$ cat src/rtl/gemm_rr_scheduler.sv
// ---------------------------------------------------------------------------
// gemm_rr_scheduler
//
// Time-shares one chunked GEMM engine among NumReq requesters. Each job pushes
// one full input vector of the owning requester through the engine. The owner
// is picked round-robin. The engine's chunk-pointer requests are routed back
// to that owner only. Output elements go to the owner with a one-hot tag.
//
// Ports:
//   clk_in, rst_in          clock, asynchronous active-high reset
//   req_valid               per-requester "complete vector available"
//   req_chunk_data          flat {req N-1 .. req 0} current input chunks
//   req_chunk_adv/_rst      per-requester read-pointer advance / rewind
//   res_data/res_valid      output element plus one-hot owner tag
//   res_done                one-cycle job-complete pulse to the owner
//   grant                   one-hot current owner (0 when idle)
//   err                     sticky watchdog error (0 without the watchdog)
//   eng_*                   start strobe, chunk data and strobes of the engine
//
// Build option: define GEMM_RR_SCHED_WATCHDOG_EN to compile in a stall
// watchdog that aborts a job after TimeoutCycles strobe-free RUN cycles.
// ---------------------------------------------------------------------------
module gemm_rr_scheduler #(
    parameter int NumReq        = 4,
    parameter int WorkingRegs   = 4,
    parameter int NBits         = 8,
    parameter int OutVecLength  = 8,
    parameter int TimeoutCycles = 256
) (
    input  logic                                 clk_in,
    input  logic                                 rst_in,
    input  logic [NumReq-1:0]                    req_valid,
    input  logic [NumReq*WorkingRegs*NBits-1:0]  req_chunk_data,
    output logic [NumReq-1:0]                    req_chunk_adv,
    output logic [NumReq-1:0]                    req_chunk_rst,
    output logic [NBits-1:0]                     res_data,
    output logic [NumReq-1:0]                    res_valid,
    output logic [NumReq-1:0]                    res_done,
    output logic [NumReq-1:0]                    grant,
    output logic                                 err,
    output logic                                 eng_in_data_ready,
    output logic [WorkingRegs*NBits-1:0]         eng_in_data,
    input  logic                                 eng_req_chunk_in,
    input  logic                                 eng_req_chunk_ptr_rst,
    input  logic                                 eng_req_chunk_out,
    input  logic [NBits-1:0]                     eng_write_out_data,
    input  logic                                 eng_out_vector_valid
);

    localparam int IdxW   = (NumReq > 1) ? $clog2(NumReq) : 1;
    localparam int ChunkW = WorkingRegs * NBits;
    localparam int CntW   = $clog2(OutVecLength + 1);

    typedef enum logic [1:0] {IDLE, START, RUN, DONE} state_e;

    state_e             state_q, state_d;
    logic [NumReq-1:0]  grant_q, grant_d;
    logic [IdxW-1:0]    owner_q, owner_d;
    logic [IdxW-1:0]    rr_ptr_q, rr_ptr_d;
    logic [CntW-1:0]    elem_cnt_q, elem_cnt_d;

    logic               pick_found;
    logic [IdxW-1:0]    pick_idx;
    logic [IdxW-1:0]    cand_idx;
    logic               in_run;
    logic               job_end;
    logic               timeout;

    assign in_run  = (state_q == RUN);
    // A job ends on the engine's last-element flag or on a watchdog abort.
    assign job_end = in_run && (eng_out_vector_valid || timeout);

    // Circular search for the first valid requester at or after rr_ptr.
    always_comb begin
        // NOTE: every variable written here gets a default first so no latch is inferred.
        pick_found = 1'b0;
        pick_idx   = '0;
        cand_idx   = '0;
        for (int i = 0; i < NumReq; i++) begin
            cand_idx = IdxW'((int'(rr_ptr_q) + i) % NumReq);
            if (!pick_found && req_valid[cand_idx]) begin
                pick_found = 1'b1;
                pick_idx   = cand_idx;
            end
        end
    end

`ifdef GEMM_RR_SCHED_WATCHDOG_EN
    localparam int WdW = $clog2(TimeoutCycles + 1);

    logic [WdW-1:0] wd_cnt_q, wd_cnt_d;
    logic           err_q, err_d;
    logic           any_strobe;

    assign any_strobe = eng_req_chunk_in | eng_req_chunk_ptr_rst |
                        eng_req_chunk_out | eng_out_vector_valid;
    // Fires in the stall cycle that brings the count to TimeoutCycles, so the
    // abort pulse and err coincide with that cycle.
    assign timeout = in_run && !any_strobe && (wd_cnt_q == WdW'(TimeoutCycles - 1));

    always_comb begin
        wd_cnt_d = wd_cnt_q;
        err_d    = err_q | timeout;
        if (state_q == START) begin
            wd_cnt_d = '0;
        end else if (in_run) begin
            wd_cnt_d = any_strobe ? '0 : wd_cnt_q + 1'b1;
        end
    end

    always_ff @(posedge clk_in or posedge rst_in) begin
        if (rst_in) begin
            wd_cnt_q <= '0;
            err_q    <= 1'b0;
        end else begin
            wd_cnt_q <= wd_cnt_d;
            err_q    <= err_d;
        end
    end

    assign err = err_q | timeout;
`else
    assign timeout = 1'b0;
    assign err     = 1'b0;
`endif

    // State register.
    always_ff @(posedge clk_in or posedge rst_in) begin
        if (rst_in) begin
            state_q <= IDLE;
        end else begin
            // NOTE: sequential state uses non-blocking assignments only.
            state_q <= state_d;
        end
    end

    // Next-state logic.
    always_comb begin
        state_d = state_q;
        unique case (state_q)
            IDLE:    if (pick_found) state_d = START;
            START:   state_d = RUN;
            RUN:     if (job_end) state_d = DONE;
            DONE:    state_d = IDLE;
            default: state_d = IDLE;
        endcase
    end

    // Owner, round-robin pointer and element counter.
    always_comb begin
        grant_d    = grant_q;
        owner_d    = owner_q;
        rr_ptr_d   = rr_ptr_q;
        elem_cnt_d = elem_cnt_q;
        if (state_q == IDLE && pick_found) begin
            grant_d = NumReq'(1) << pick_idx;
            owner_d = pick_idx;
        end
        if (state_q == START) begin
            elem_cnt_d = '0;
        end
        if (in_run && eng_req_chunk_out) begin
            elem_cnt_d = elem_cnt_q + 1'b1;
        end
        // Grant drops on leaving RUN so it already reads 0 during DONE.
        if (job_end) begin
            grant_d  = '0;
            rr_ptr_d = IdxW'((int'(owner_q) + 1) % NumReq);
        end
    end

    always_ff @(posedge clk_in or posedge rst_in) begin
        if (rst_in) begin
            grant_q    <= '0;
            owner_q    <= '0;
            rr_ptr_q   <= '0;
            elem_cnt_q <= '0;
        end else begin
            grant_q    <= grant_d;
            owner_q    <= owner_d;
            rr_ptr_q   <= rr_ptr_d;
            elem_cnt_q <= elem_cnt_d;
        end
    end

    // Outputs: a zero-latency mux between the owner and the engine, with
    // every forwarded strobe masked outside RUN.
    always_comb begin
        grant             = grant_q;
        eng_in_data_ready = (state_q == START);
        eng_in_data       = '0;
        req_chunk_adv     = '0;
        req_chunk_rst     = '0;
        res_valid         = '0;
        res_data          = '0;
        res_done          = '0;
        if (state_q == START || in_run) begin
            eng_in_data = req_chunk_data[int'(owner_q)*ChunkW +: ChunkW];
        end
        if (in_run) begin
            req_chunk_adv = grant_q & {NumReq{eng_req_chunk_in}};
            req_chunk_rst = grant_q & {NumReq{eng_req_chunk_ptr_rst}};
            res_valid     = grant_q & {NumReq{eng_req_chunk_out}};
            res_data      = eng_write_out_data;
            if (job_end) begin
                res_done = grant_q;
            end
        end
    end

endmodule
$ cat config.mk
export PLATFORM = sky130hd
export DESIGN_NAME = gemm_rr_scheduler
export DESIGN_NICKNAME = d
export VERILOG_FILES = /design/src/rtl/gemm_rr_scheduler.sv
export SDC_FILE = /design/constraint.sdc
export NUM_CORES = 1
export LEC_CHECK = 0
export ABC_AREA = 1
export BUFFER_PORTS_ARGS = -buffer_cell sky130_fd_sc_hd__buf_2
export CORE_AREA = 2 2 80 82
export DETAILED_ROUTE_END_ITERATION = 7
export DIE_AREA = 0 0 82 84
export GPL_ROUTABILITY_DRIVEN = 0
export PLACE_DENSITY_LB_ADDON = 0.15
export SLEW_MARGIN = 20
export SYNTH_ARGS = -nofsm -noshare
export SYNTH_HDL_FRONTEND = slang
export SYNTH_SLANG_ARGS = --single-unit
$ cat constraint.sdc
create_clock -name clk_in -period 2.2 [get_ports clk_in]
set_clock_uncertainty 0.05 [all_clocks]
set_input_delay 0.22 -clock clk_in [delete_from_list [all_inputs] [get_ports clk_in]]
set_output_delay 0.22 -clock clk_in [all_outputs]
set_load 0.02 [all_outputs]
==> impl_metrics.yaml, run 1 <==
critical_path:
  critPathLaunch: "state_q[0]$_DFFE_PP0P_"
  crit_slowest_cell: "dfrtp_1"
  worstReg2RegEnd: "owner_q[1]$_DFFE_PP0P_"
  worstPathArrival_ps: 1640
  crit_top_cell: "inv_1"
  worstPathCellList: "inv_1 > ha_1 > inv_1 > buf_4 > a21oi_1 > buf_2"
  reg2reg_slack_ps: 420
  ff2ff_path_depth: 11
  critPathKind: "reg -> out"
  cp.required_ps: 1930
  crit_end: "eng_in_data[13]"
  worstReg2RegStart: "rr_ptr_q[0]$_DFFE_PP0N_"
  max_stage_delay_ps: 380
  cp-end-kind: "primary output"
  critPathMaxFanout: 33
  cp-start-kind: "flop"
cts:
  cts_sinks: 10
  cts.repair.resized: 0
  clk_path_buf_depth: 2
  clk_latency_ps: 240
  ctsHoldBuffers: 1
  clk_pin_slew_worst_paths_ps: 50
  cts_tree: "done"
  htreeDepth: 1
  post_cts.repair.setup_buffers: 0
  numCtsBuffers: 3
  clockRootBuffer: "clkbuf_8"
global_routing:
  antenna_found_initial: 0
  grt_usage_pct: 21.41
  overflow: 0
  grt_pass1_vias: 2974
  grt_pass1_wl_um: 12200
  grt_max_degree: 67
floorplanning:
  start_util_pct: 33.48
  core_area_um2: 6096
  die_h_um: 84
  ioPinCount: 208
  fp.dieArea_um2: 6888
  dieWidth_um: 82
  rows: 29
synthesis:
  synth_top_cell_area_share_pct: 27.41
  post-synth-top-area-cell: "nor2_1"
  synth_cells: 411
  synth_seq_cells: 10
  synthesis.area_um2: 2041
  yosys_warnings: 0
  synthDistinctLibCells: 29
  syn_nets: 560
  syn-mean-instance-area_um2: 4.965
  yosysSeqAreaShare_pct: 12.26
  synth_area_leaders: "nor2_1 27%, o21ai_0 16%, dfrtp_1 12%"
route:
  drtIter0Drc: 72
  wire_per_inst_um: 11.42
  viasPerCell: 4.740
  vias: 3214
  drt-total-wl_um: 7745
  firstDrtPassIters: 4
  ant_nets: 0
  drcViolationCount: 0
sta:
  rsz0062_at_grt: "no"
  maxSlewViolCount: 0
  setup_tns_ps: 0
  hold_viol_final: 0
  post-route-period-util_pct: 86.73
  setup_violations: 0
  holdWs_ps: 264.0
  max_freq_ghz: 0.5241
  min_period_ps: 1908
cells_and_area:
  antennaDiodeCount: 0
  design_area_um2: 3191
  area_delta_synth_final_pct: 56.35
  drive_above_1_share_pct: 40.27
  final_common_cell: "buf_2"
  finalNetCount: 751
  mostFrequentLayoutCells: "206 x buf_2, 149 x nor2_1, 66 x o21ai_0"
placed_design:
  hpwl_um: 6136
  dpl_cell_area_um2: 3126
  portBuffers: 206
run:
  cap_violations: 0
hold_path:
  hp-class: "in -> reg"
  hold_depth: 4
pwr:
  p_leak_nw: 1.903
  ir_drop_uv: 856.4
  p_per_area_nw_per_um2: 1446
run_status:
  status: "finished, final reports clean"
-- worst max-delay path, delay by kind of cell (launching register included) --
kind	cells	cell delay, ps
buffers and inverters	4	660
AO/OA/AOI/OAI	1	110
flip-flops	1	380
adder cells (fa/ha/maj)	1	230
-- routing by layer --
layer	track usage, %	part of all wire [%]
met2	41.83	53
met4	4.545	1.4
met3	5.195	7.8
met1	22.09	38
met5	0	0
-- through the flow --
stage	util, %	setup slack (ps)	total power [mW]	cells
2_1_floorplan	-	521.3	3.250	411
3_3_place_gp	51.27	498.9	4.394	673
3_5_place_dp	51.27	423.9	4.429	673
4_1_cts	52.34	266.0	4.681	678
5_1_grt	52.34	214.5	5.100	678
6_report	52.34	292.0	4.615	678
-- final cells by class --
| class | count | area (um2) |
|---|---|---|
| tap | 77 | 96.34 |
| fill | 684 | 2905 |
| sequential | 10 | 251.5 |
| clock buffer | 4 | 55.05 |
| timing repair buffer | 214 | 1119 |
| inverter | 32 | 122.6 |
| multi-input combinational | 341 | 1546 |
-- Yosys cell counts --
library cell,instances
o21ai_0,66
clkbuf_1,18
nor2_2,1
inv_4,1
nand2_2,10
buf_2,4
nor2_8,1
inv_2,5
nand2_4,1
nand3_1,9
ha_1,3
a21boi_1,1
nor2_4,1
nand3_2,2
nand4_1,2
buf_1,4
a21oi_1,33
o21ai_2,1
buf_4,1
o22ai_2,1
o21ai_1,2
o21bai_1,1
inv_1,26
dfrtp_1,10
conb_1,1
nand2_1,55
nor2_1,149
buf_6,1
xnor2_1,1
-- report_power, final --
group / internal, mW / switching [mW] / total, mW
logic: 1.35 / 2.68 / 4.02
clock network: 0.158 / 0.0745 / 0.232
registers: 0.270 / 0.0921 / 0.362
-- flip-flops by register name, summed over array words and instances (netlist names) --
signal,cells
state_q,2
owner_q,2
grant,4
rr_ptr_q,2
-- cells by family after synthesis --
logic type	share of synthesized area (%)
buf+inv	11.96
flops	12.26
other cells	0.1838
compound gates	26.55
simple gates	46.78
xor+xnor	0.4293
fa+ha+maj	1.840
-- worst min-delay path by stage --
stage,from,endpoint,slack [ps]
2_1_floorplan,rst_in,grant[0]$_DFFE_PP0P_,10
3_3_place_gp,rst_in,grant[1]$_DFFE_PP0P_,160
3_5_place_dp,rst_in,grant[1]$_DFFE_PP0P_,160
4_1_cts,eng_out_vector_valid,state_q[1]$_DFFE_PP0P_,270
5_1_grt,eng_out_vector_valid,state_q[1]$_DFFE_PP0P_,330
6_report,eng_out_vector_valid,state_q[1]$_DFFE_PP0P_,260
Note: power is estimated with default switching activity, not from simulation.
==> inputs of run 2 (changes only) <==
CORE_AREA = 2 2 106 57   (was 2 2 80 82)
DIE_AREA = 0 0 108 59   (was 0 0 82 84)
==> run 2 against run 1 <==
Effect of this change:
- worst setup slack improved by 39 ps
- power shrank 0.83%
- sequential power about the same
- register-to-register slack hardly changed
- final area decreased by 0.47%
- hold slack gained 26 ps
- flip-flop and latch count unchanged
- critical endpoint is now eng_in_data[5]
==> impl_metrics.yaml, run 2 (synthesized netlist as in run 1, its figures left out) <==
sta:
  rsz0062_at_grt: "no"
  maxSlewViolCount: 0
  max_freq_ghz: 0.5349
  min_period_ps: 1869
  setup_tns_ps: 0
  hold_viol_final: 0
  setup_violations: 0
  post-route-period-util_pct: 84.97
  layout_setup_ws_ps: 330.6
cts:
  cts.repair.resized: 0
  numCtsBuffers: 3
  clockRootBuffer: "clkbuf_8"
  clk_latency_ps: 230
  cts_sinks: 10
  ctsHoldBuffers: 1
  clk_path_buf_depth: 2
  htreeDepth: 1
  post_cts.repair.setup_buffers: 0
  clk_pin_slew_worst_paths_ps: 50
  cts_tree: "done"
floorplanning:
  dieWidth_um: 108
  ioPinCount: 208
  start_util_pct: 38.15
  die_h_um: 59
  rows: 19
  fp.dieArea_um2: 6372
  core_area_um2: 5349
route:
  drcViolationCount: 0
  ant_nets: 0
  viasPerCell: 4.628
  firstDrtPassIters: 4
  drtIter0Drc: 157
  vias: 3119
  wire_per_inst_um: 11.10
  drt-total-wl_um: 7479
global_routing:
  grt_usage_pct: 21.74
  overflow: 0
  grt_pass1_vias: 2696
  antenna_found_initial: 0
  grt_max_degree: 65
  grt_pass1_wl_um: 11540
cells_and_area:
  final_common_cell: "buf_2"
  final_util_pct: 59.37
  largest_register_ffs: 4
  design_area_um2: 3176
  area_delta_synth_final_pct: 55.61
  antennaDiodeCount: 0
  mostFrequentLayoutCells: "206 x buf_2, 149 x nor2_1, 66 x o21ai_0"
  finalNetCount: 751
  drive_above_1_share_pct: 40.10
critical_path:
  cp-end-kind: "primary output"
  ff2ff_path_depth: 11
  critPathKind: "reg -> out"
  worstPathArrival_ps: 1600
  worstPathCellList: "inv_1 > ha_1 > inv_1 > buf_4 > a21oi_1 > buf_2"
  path_buf_inv: 4
  cp-start-kind: "flop"
  critPathMaxFanout: 33
  cp.required_ps: 1930
  critPathTopFamily: "buffers and inverters"
  crit_top_cell: "inv_1"
  max_stage_delay_ps: 370
  cp.depth: 6
  crit_slowest_cell: "dfrtp_1"
placed_design:
  dpl_cell_area_um2: 3120
  pre_cts_slack_ps: 411.2
  hpwl_um: 5777
  portBuffers: 206
run:
  cap_violations: 0
run_status:
  status: "finished, final reports clean"
pwr:
  ir_drop_uv: 754.8
  p_per_area_nw_per_um2: 1441
  p_leak_nw: 1.899
hold_path:
  hp-class: "in -> reg"
  hold_depth: 4
[run 2: worst reg2reg max path: cells and delay by family (launching register included)]
family                 cells  cell delay (ps)
AO/OA/AOI/OAI              1               70
AND/OR/NAND/NOR            7              690
flip-flops                 1              560
buffers and inverters      3              260
[run 2: metrics by stage]
| stage | cells | power, mW | hold WS (ps) |
|---|---|---|---|
| final | 674 | 4.577 | 289.8 |
| after global routing | 674 | 5.066 | 315.7 |
| after CTS | 674 | 4.615 | 281.6 |
| after detailed placement | 669 | 4.400 | 169.9 |
| after global placement | 669 | 4.371 | 168.8 |
| after floorplan | 411 | 3.250 | 10.18 |
[run 2: cell type report]
cell class	count	area [um2]
Clock buffer	4	45.04
Multi-Input combinational cell	341	1546
Tap cell	73	91.34
Timing Repair Buffer	214	1119
Inverter	32	122.6
Fill cell	591	2173
Sequential cell	10	251.5
[run 2: final timing paths]
kind	from	to	slack (ps)
worst min-delay path	eng_out_vector_valid	state_q[1]$_DFFE_PP0P_	290
max in group asynchronous	rst_in	owner_q[0]$_DFFE_PP0P_	1350
worst min register to register	grant[3]$_DFFE_PP0P_	grant[3]$_DFFE_PP0P_	460
worst max register to register	rr_ptr_q[0]$_DFFE_PP0N_	owner_q[1]$_DFFE_PP0P_	420
min in group asynchronous	rst_in	state_q[0]$_DFFE_PP0P_	450
worst max-delay path	state_q[1]$_DFFE_PP0P_	eng_in_data[5]	330
[run 2: power breakdown]
part           total [mW]  switching [mW]  internal [mW]  leakage (nW)
Clock               0.197          0.0700          0.127        0.0228
Sequential          0.361          0.0914          0.270         0.126
Combinational        4.02            2.67           1.35          1.75
[run 2: layer usage]
metal,wire length [um],global-route usage (%),vias to the layer above
li1,-,-,1675
met1,3122,25.02,1329
met2,3801,44.03,113
met3,534,3.736,2
met4,21,2.381,0
met5,0,0,-
==> inputs of run 3 (changes only) <==
CORE_AREA = 2 2 115 61   (was 2 2 106 57)
DIE_AREA = 0 0 117 63   (was 0 0 108 59)
clock period = 1.7 ns   (was 2.2 ns; I/O delays follow)
==> run 3 against run 2 <==
Effect of this change:
- the flow now finishes with violations (negative setup slack)
- clock-buffer cell count is the same
- cell count grew 7.4%
- flip-flop and latch count is the same
- utilization grew 3.4 points
- largest power group unchanged
==> impl_metrics.yaml, run 3 (synthesized netlist as in run 1, its figures left out) <==
critical_path:
  critPathKind: "reg -> out"
  worstPathArrival_ps: 1530
  cp-end-kind: "primary output"
  ff2ff_path_depth: 10
  cp-start-kind: "flop"
  cp.required_ps: 1480
  critPathMaxFanout: 8
cells_and_area:
  mostFrequentLayoutCells: "172 x buf_2, 136 x nor2_1, 51 x buf_4"
  antennaDiodeCount: 0
  largest_register_ffs: 4
  finalNetCount: 782
  design_area_um2: 4041
  area_delta_synth_final_pct: 98.04
  drive_above_1_share_pct: 53.64
  final_common_cell: "buf_2"
sta:
  rsz0062_at_grt: "yes"
  maxSlewViolCount: 0
  min_period_ps: 1750
  setup_violations: 10
  post-route-period-util_pct: 103.0
  layout_setup_ws_ps: -50.29
  hold_viol_final: 0
  max_freq_ghz: 0.5713
run_status:
  violations: "negative setup slack"
  status: "finished, violations left"
floorplanning:
  core_area_um2: 6437
  dieWidth_um: 117
  start_util_pct: 31.70
  rows: 21
  ioPinCount: 208
  die_h_um: 63
  fp.dieArea_um2: 7371
cts:
  clk_pin_slew_worst_paths_ps: 40
  clk_path_buf_depth: 2
  clockRootBuffer: "clkbuf_16"
  clk_latency_ps: 240
  cts_sinks: 10
  cts_tree: "done"
  htreeDepth: 1
  numCtsBuffers: 3
route:
  drtIter0Drc: 174
  ant_nets: 0
  drcViolationCount: 0
  firstDrtPassIters: 4
  drt-total-wl_um: 10310
  vias: 3578
  wire_per_inst_um: 14.24
  viasPerCell: 4.942
global_routing:
  grt_usage_pct: 24.51
  grt_pass1_wl_um: 14700
  grt_max_degree: 27
  overflow: 0
  antenna_found_initial: 0
  grt_pass1_vias: 3178
pwr:
  p_leak_nw: 2.214
  p_per_area_nw_per_um2: 2181
  total_power_mw: 8.815
  ir_drop_uv: 937.9
hold_path:
  hold_depth: 4
  hp-class: "in -> reg"
placed_design:
  dpl_cell_area_um2: 3242
  hpwl_um: 7148
  portBuffers: 206
run:
  cap_violations: 0
[run 3: changes by cell type in the layout (fill, tap and decap cells not counted), sizes merged]
cell    previous run  this run
clkinv             0         2
buf              213       241
inv               32        31
clkbuf             4         6
[run 3: area by class of cell]
cell class	instances	area (um2)
fill	621	2396
multi-input combinational	341	1812
timing repair buffer	244	1615
sequential	10	254.0
inverter	32	150.1
tap	92	115.1
clock buffer	4	88.84
timing repair inverter	1	6.256
[run 3: routing by layer]
metal	global-route usage (%)	wire length, um	part of all wire [%]
met1	30.81	4289	42
met2	43.14	5099	49
met3	4.462	685	6.6
met4	5.882	233	2.3
met5	0	0	0
[run 3: per-stage QoR]
step	setup TNS [ps]	instances	util, %	setup WS (ps)	hold slack [ps]
3_5_place_dp	0	696	50.36	99.09	127.4
2_1_floorplan	0	411	-	71.30	-39.82
6_report	-208.6	724	62.78	-50.29	240.8
3_3_place_gp	0	696	50.36	137.5	132.0
4_1_cts	-325.5	716	56.99	-32.37	238.9
5_1_grt	-1783	724	62.78	-102.0	259.9
[run 3: critical path, stage by stage (launching register included)]
cell	delay [ps]
dfrtp_2	400
buf_6	150
clkinv_8	90
buf_12	140
buf_8	130
o21ai_1	140
a21oi_1	80
buf_4	160
[run 3: worst paths after layout]
path                                          from                 endpoint  slack (ps)
max reg2reg                rr_ptr_q[0]$_DFFE_PP0N_     grant[1]$_DFFE_PP0P_          20
min in group asynchronous                   rst_in  rr_ptr_q[0]$_DFFE_PP0N_         410
max in group asynchronous                   rst_in   owner_q[0]$_DFFE_PP0P_         880
max                         owner_q[0]$_DFFE_PP0P_          eng_in_data[13]         -50
min reg2reg                   grant[0]$_DFFE_PP0P_     grant[0]$_DFFE_PP0P_         450
min                           eng_out_vector_valid   state_q[1]$_DFFE_PP0P_         240
[run 3: what timing repair did]
item,in CTS,in global routing
pin swaps,14,28
cloned,3,4
setup endpoints to repair,44,50
endpoints found under the hold margin,10,0
hold buffers,1,0
resized for setup,71,125
buffers inserted,12,5
[run 3: power by group]
part           switching (mW)  internal [mW]  leakage, nW
clock network           0.114          0.354       0.0442
logic                    4.52           3.33         2.05
registers               0.138          0.354        0.124
